--- config.mk ---
export PLATFORM = sky130hd
export DESIGN_NAME = vfd_refresh_sched
export DESIGN_NICKNAME = d
export VERILOG_FILES = /design/src/rtl/vfd_pkg.sv /design/src/rtl/vfd_gcp_gen.sv /design/src/rtl/vfd_refresh_sched.sv
export SDC_FILE = /design/constraint.sdc
export NUM_CORES = 1
export LEC_CHECK = 0
export ABC_AREA = 1
export CAP_MARGIN = 20
export CORE_UTILIZATION = 25
export DETAILED_ROUTE_END_ITERATION = 8
export PLACE_DENSITY = 0.46
export SLEW_MARGIN = 0
export SYNTH_ARGS = -nofsm -noshare
export SYNTH_HDL_FRONTEND = slang
export SYNTH_SLANG_ARGS = --single-unit
--- constraint.sdc ---
create_clock -name clk_i -period 2.79 [get_ports clk_i]
set_clock_uncertainty 0.2 [all_clocks]
set_input_delay 0.558 -clock clk_i [delete_from_list [all_inputs] [get_ports clk_i]]
set_output_delay 0.558 -clock clk_i [all_outputs]
set_load 0.02 [all_outputs]
--- src/rtl/vfd_pkg.sv ---
// Shared types and constants for the VFD grid-refresh scheduler.
//   - vfd_state_e : refresh FSM states
//   - GCP_COUNT / GCP_THRESH : bit indices inside the shift window where GCP fires
//   - NUM_GRIDS_DEF / SHIFT_BITS_DEF : default geometry of the MN15439A panel
package vfd_pkg;

  typedef enum logic [2:0] {
    StIdle,
    StBlank,
    StLatch,
    StUnblank,
    StShift,
    StHold
  } vfd_state_e;

  localparam int unsigned NUM_GRIDS_DEF  = 52;
  localparam int unsigned SHIFT_BITS_DEF = 288;

  localparam int unsigned GCP_COUNT = 6;
  // Grayscale slice boundaries, in ascending order so dimming keeps the first N.
  localparam logic [8:0] GCP_THRESH [GCP_COUNT] = '{
    9'd72, 9'd144, 9'd192, 9'd216, 9'd240, 9'd256
  };

endpackage

--- src/rtl/vfd_gcp_gen.sv ---
// Gradient control pulse generator.
// Fires a one-cycle GCP whenever the shift window reaches one of the grayscale
// thresholds. With VFD_DIM_EN defined, only the first bright_i thresholds fire.
// Ports:
//   bit_idx_i  : current serial bit index
//   shift_en_i : high while the serializer is shifting
//   bright_i   : brightness level, 0..7 (only with VFD_DIM_EN)
//   gcp_o      : gradient control pulse
module vfd_gcp_gen
  import vfd_pkg::*;
(
  input  logic [8:0] bit_idx_i,
  input  logic       shift_en_i,
`ifdef VFD_DIM_EN
  input  logic [2:0] bright_i,
`endif
  output logic       gcp_o
);

  int unsigned lim;

  always_comb begin
`ifdef VFD_DIM_EN
    // Levels 6 and 7 both enable every threshold.
    lim = int'(bright_i);
`else
    lim = GCP_COUNT;
`endif
    gcp_o = 1'b0;
    for (int unsigned k = 0; k < GCP_COUNT; k++) begin
      if (shift_en_i && (bit_idx_i == GCP_THRESH[k]) && (k < lim)) begin
        gcp_o = 1'b1;
      end
    end
  end

endmodule

--- src/rtl/vfd_refresh_sched.sv ---
// Grid-refresh scheduler for the MN15439A VFD path.
// Sequences one grid period (BLANK, LATCH, UNBLANK, SHIFT, HOLD), steps the grid
// number, emits GCP pulses and swaps the displayed GRAM bank only at frame
// boundaries. Optional dimming is compiled in with the VFD_DIM_EN macro.
// Ports:
//   clk_i, rst_ni   : clock, synchronous active-low reset
//   en_i            : refresh enable, sampled only at a period boundary
//   swap_req_i      : host finished the back bank (one-cycle pulse)
//   bright_i        : brightness 0..7 (only with VFD_DIM_EN)
//   swap_ack_o      : pulse when bank_sel_o toggles
//   bank_sel_o      : GRAM bank currently displayed
//   blk_o, lat_o    : display blanking, serial latch
//   shift_en_o      : gates the Tri-SPI clock
//   bit_idx_o       : serial bit index while shifting, else 0
//   grid_num_o      : grid being loaded in this period
//   gcp_o           : gradient control pulse
//   frame_start_o   : pulse when the grid number wraps to 0
module vfd_refresh_sched
  import vfd_pkg::*;
#(
  parameter int unsigned CLK_PER_GRID = 3840,
  parameter int unsigned NUM_GRIDS    = NUM_GRIDS_DEF,
  parameter int unsigned SHIFT_BITS   = SHIFT_BITS_DEF,
  parameter int unsigned LAT_LEN      = 5
) (
  input  logic       clk_i,
  input  logic       rst_ni,
  input  logic       en_i,
  input  logic       swap_req_i,
`ifdef VFD_DIM_EN
  input  logic [2:0] bright_i,
`endif
  output logic       swap_ack_o,
  output logic       bank_sel_o,
  output logic       blk_o,
  output logic       lat_o,
  output logic       shift_en_o,
  output logic [8:0] bit_idx_o,
  output logic [5:0] grid_num_o,
  output logic       gcp_o,
  output logic       frame_start_o
);

  localparam int unsigned CntW       = $clog2(CLK_PER_GRID);
  localparam int unsigned ShiftStart = LAT_LEN + 2;
  localparam int unsigned ShiftEnd   = LAT_LEN + 1 + SHIFT_BITS;

  if (CLK_PER_GRID < LAT_LEN + SHIFT_BITS + 3) begin : g_bad_period
    $fatal(1, "vfd_refresh_sched: CLK_PER_GRID too short for LAT_LEN + SHIFT_BITS + 3");
  end

  vfd_state_e      state_q, state_d;
  logic [CntW-1:0] cnt_q, cnt_d;
  logic [5:0]      grid_q, grid_d;
  logic            bank_q, bank_d;
  logic            pend_q, pend_d;
  logic            last_cnt;
  logic            enter_blank;
  logic            frame_start;
  logic            swap_ack;

  assign last_cnt = (cnt_q == CntW'(CLK_PER_GRID - 1));

  always_comb begin
    state_d     = state_q;
    cnt_d       = cnt_q;
    grid_d      = grid_q;
    enter_blank = 1'b0;
    if (state_q != StIdle) begin
      cnt_d = last_cnt ? '0 : cnt_q + CntW'(1);
    end
    unique case (state_q)
      StIdle: begin
        // Resume on the held grid number; no increment.
        if (en_i) begin
          state_d     = StBlank;
          enter_blank = 1'b1;
        end
      end
      StBlank:   state_d = StLatch;
      StLatch:   if (cnt_q == CntW'(LAT_LEN)) state_d = StUnblank;
      StUnblank: state_d = StShift;
      StShift:   if (cnt_q == CntW'(ShiftEnd)) state_d = StHold;
      StHold: begin
        if (last_cnt) begin
          if (en_i) begin
            state_d     = StBlank;
            enter_blank = 1'b1;
            grid_d      = (grid_q == 6'(NUM_GRIDS - 1)) ? '0 : grid_q + 6'd1;
          end else begin
            state_d = StIdle;
          end
        end
      end
      default: state_d = StIdle;
    endcase
  end

  // The boundary cycle is the BLANK of grid 0; a request arriving in that very
  // cycle still swaps, so the ack path is combinational from swap_req_i.
  assign frame_start = (state_q == StBlank) && (grid_q == '0);
  assign swap_ack    = frame_start && (pend_q || swap_req_i);
  assign pend_d      = (pend_q || swap_req_i) && !swap_ack;
  assign bank_d      = bank_q ^ swap_ack;

`ifdef VFD_DIM_EN
  logic [2:0] bright_q;

  always_ff @(posedge clk_i) begin
    if (!rst_ni) begin
      bright_q <= '0;
    end else if (enter_blank) begin
      bright_q <= bright_i;
    end
  end
`endif

  always_ff @(posedge clk_i) begin
    if (!rst_ni) begin
      state_q <= StIdle;
      cnt_q   <= '0;
      grid_q  <= '0;
      bank_q  <= 1'b0;
      pend_q  <= 1'b0;
    end else begin
      state_q <= state_d;
      cnt_q   <= cnt_d;
      grid_q  <= grid_d;
      bank_q  <= bank_d;
      pend_q  <= pend_d;
    end
  end

  assign blk_o         = (state_q == StBlank) || (state_q == StLatch) || (state_q == StUnblank);
  assign lat_o         = (state_q == StLatch);
  assign shift_en_o    = (state_q == StShift);
  assign bit_idx_o     = shift_en_o ? 9'(cnt_q - CntW'(ShiftStart)) : '0;
  assign grid_num_o    = grid_q;
  assign frame_start_o = frame_start;
  assign swap_ack_o    = swap_ack;
  assign bank_sel_o    = bank_q ^ swap_ack;

  vfd_gcp_gen u_gcp_gen (
    .bit_idx_i  (bit_idx_o),
    .shift_en_i (shift_en_o),
`ifdef VFD_DIM_EN
    .bright_i   (bright_q),
`endif
    .gcp_o      (gcp_o)
  );

endmodule

==> flow_summary.ini <==
[yosys]
synth_cell_types = 31
synth.avg_cell_area_um2 = 6.57
yosysSeqAreaShare_pct = 27.3
ys_top_cells_by_area = dfxtp_1 27%, nand2_1 13%, nand3_1 7.7%, nor2_1 7.1%, inv_1 5.3%
syn_area_um2 = 1690
ys_ff_latch = 23
syn_inst = 257
yosysTopAreaCell = dfxtp_1
synthesis.nets = 266
synth_top_area_share_pct = 27.3
yosysWarnings = 0

[detailed_routing]
drc = 4
ant_nets = 0
wl_um = 4200
dr_total_vias = 1639
drt_iter0_markers = 67
firstDrtPassIters = 6
wl_per_cell_um = 11.4
via_per_inst = 4.47

[clock_network]
cts.sinks = 23
cts_buffers = 3
cts-htree-levels = 1
clkLatencyLatePin_ns = 0.28
cts_tree = done
clockBufferDepth = 2
clk_root_buffer_cell = clkbuf_8
clk_pin_slew_ns = 0.09
ctsHoldBuffers = 0

[sta]
period_needed_ns = 2.66
worst_pin_slew_ns = 0.410
finalHoldViolations = 0
finalSetupViolations = 0
maxSlewHeadroom_pct = 72.5
slew_violations = 0
min_period_over_period_pct = 95.5
fmax_mhz = 375
worst_slack_ns = 0.126
holdWs_ns = 0.306
fin_setup_tns_ns = 0

[floorplan]
dieWidth_um = 84.2
initial_core_util_pct = 26.3
fp-row-count = 29
dieArea_um2 = 7080
io_pins = 26
core_um2 = 6420
die_h_um = 84.2

[power_and_ir_drop]
power_density_nw_per_um2 = 809
leakage_nw = 0.959
irDropWorstVdd_mv = 0.256

[placed_design]
dp_worst_setup_slack_ns = 0.0389
gp_congestion = 0.778
hpwl_um = 3280
io_buffers = 25

[outcome]
failed_checks = DRC
outcome = finished, violations left

[critical_path]
cp_data_required_time_ns = 2.03
cp-start-kind = register
cp_top_family = buffers and inverters
worstPathMaxFanout = 5
timing.critical_path.buf_inv = 2
path_cells = ha_1, nand2_2, nand2_1, nand2_1, nand3_1, inv_1, clkdlybuf4s50_1
cp-end-kind = primary output
arrival_ns = 1.91
slowest_stage = clkdlybuf4s50_1
slowest_delay_ns = 0.60
cp_common_cell = nand2_1
critPathKind = reg -> out

[grt]
grt_overflow = 0
grt_usage_pct = 12.5
grt_antenna_before_repair = 0
grt_pass1_wl_um = 7090
grt_pass1_vias = 1491
grt_max_degree = 14

[layout]
drive_above_1_share_pct = 17.9
nets = 300
num-fill-cells = 697
n_antenna_cell = 0
synthToLayoutAreaGrowth_pct = 25.5

[run]
drv_cap = 0

[hold_path]
hold_class = reg -> reg
registers in the layout (all words and copies together) (netlist names):
register / flops
cnt_q: 12
grid_num_o: 6
state_q: 3
bank_q: 1
pend_q: 1
report_power, final:
| part | internal (mW) | total (mW) | switching (mW) |
|---|---|---|---|
| sequential | 0.387 | 0.461 | 0.0734 |
| combinational | 0.406 | 1.03 | 0.627 |
| clock | 0.100 | 0.220 | 0.120 |
synthesized netlist by cell type:
cell,number
nand2_1,58
inv_4,1
buf_4,2
a21oi_1,13
o21ai_1,6
buf_6,1
nand3_4,1
dfxtp_1,23
clkbuf_1,1
nand2_4,2
nand3_2,2
ha_1,5
nand3_1,26
a211oi_1,2
nor3_2,3
nor2_4,5
xor2_1,5
inv_1,24
nand2_2,6
nor3_1,4
buf_2,1
inv_2,6
or2_2,1
nor2_2,8
o21ai_0,2
xnor2_1,3
nor2_1,32
nor3_4,1
nand4_1,9
a31oi_1,2
clkinv_1,2
path summary, 6_finish.rpt:
kind              from             to  slack [ns]  cells after the start
max           cnt_q[1]   bit_idx_o[4]        0.13                      7
min          cnt_q[11]      cnt_q[11]        0.31                      2
max reg2reg   cnt_q[1]  grid_num_o[1]        0.81                      9
min reg2reg  cnt_q[11]      cnt_q[11]        0.31                      2
worst reg2reg max path: cells and delay by family, from the launching register on:
kind | cells | cell delay, ns
flops | 1 | 0.42
simple gates | 4 | 0.58
fa+ha+maj | 1 | 0.23
compound gates | 2 | 0.18
buf+inv | 2 | 0.26
timing repair:
item	4_1_cts	5_1_grt
hold endpoints to repair	0	0
buffers inserted	0	0
resized for setup	5	6
endpoints found under the setup margin	3	7
final cells by class:
| type | count | area [um2] | share of cell area, % |
|---|---|---|---|
| inverter | 33 | 126 | 5.97 |
| clock buffer | 3 | 41.3 | 1.95 |
| timing repair buffer | 34 | 320 | 15.1 |
| multi-input combinational | 196 | 1070 | 50.3 |
| tap | 77 | 96.3 | 4.55 |
| clock inverter | 1 | 5.00 | 0.236 |
| sequential | 23 | 463 | 21.9 |
layout by cell type, fill, tap and decap left out, drive strengths merged:
cell type and n:
a31oi 2, dlygate4sd2 2, a211oi 2, xor2 5
nor2 45, or2 1, clkinv 3, buf 9
clkdlybuf4s50 18, nand4 9, clkbuf 4, nor3 8
a21oi 13, dfxtp 23, xnor2 3, nand2 66
dlymetal6s2s 4, o21ai 8, nand3 29, ha 5
inv 31
per-stage QoR:
step           power, mW  std cells  util, %  instance area (um2)
2_1_floorplan       1.17        257        -                 1690
3_3_place_gp        1.54        363     32.2                 2070
3_5_place_dp        1.53        363     32.2                 2070
4_1_cts             1.75        367     32.9                 2110
5_1_grt             1.87        367     33.0                 2120
6_report            1.71        367     33.0                 2120
logic make-up (layout without fill, tap and decap cells):
| logic type | Yosys count | after routing | synth area share (%) |
|---|---|---|---|
| compound gates | 25 | 25 | 7.86 |
| xor+xnor | 8 | 8 | 4.15 |
| flops | 23 | 23 | 27.3 |
| fa+ha+maj | 5 | 5 | 3.71 |
| simple gates | 158 | 158 | 47.4 |
| buf+inv | 38 | 71 | 9.56 |
routing by layer:
layer	wire length, um	vias to the layer above	global-route usage (%)
li1	-	897	-
met1	2230	713	17.9
met2	1810	24	19.6
met3	106	5	1.47
met4	56	0	4.23
met5	0	-	0
(Power assumes the default switching activity.)
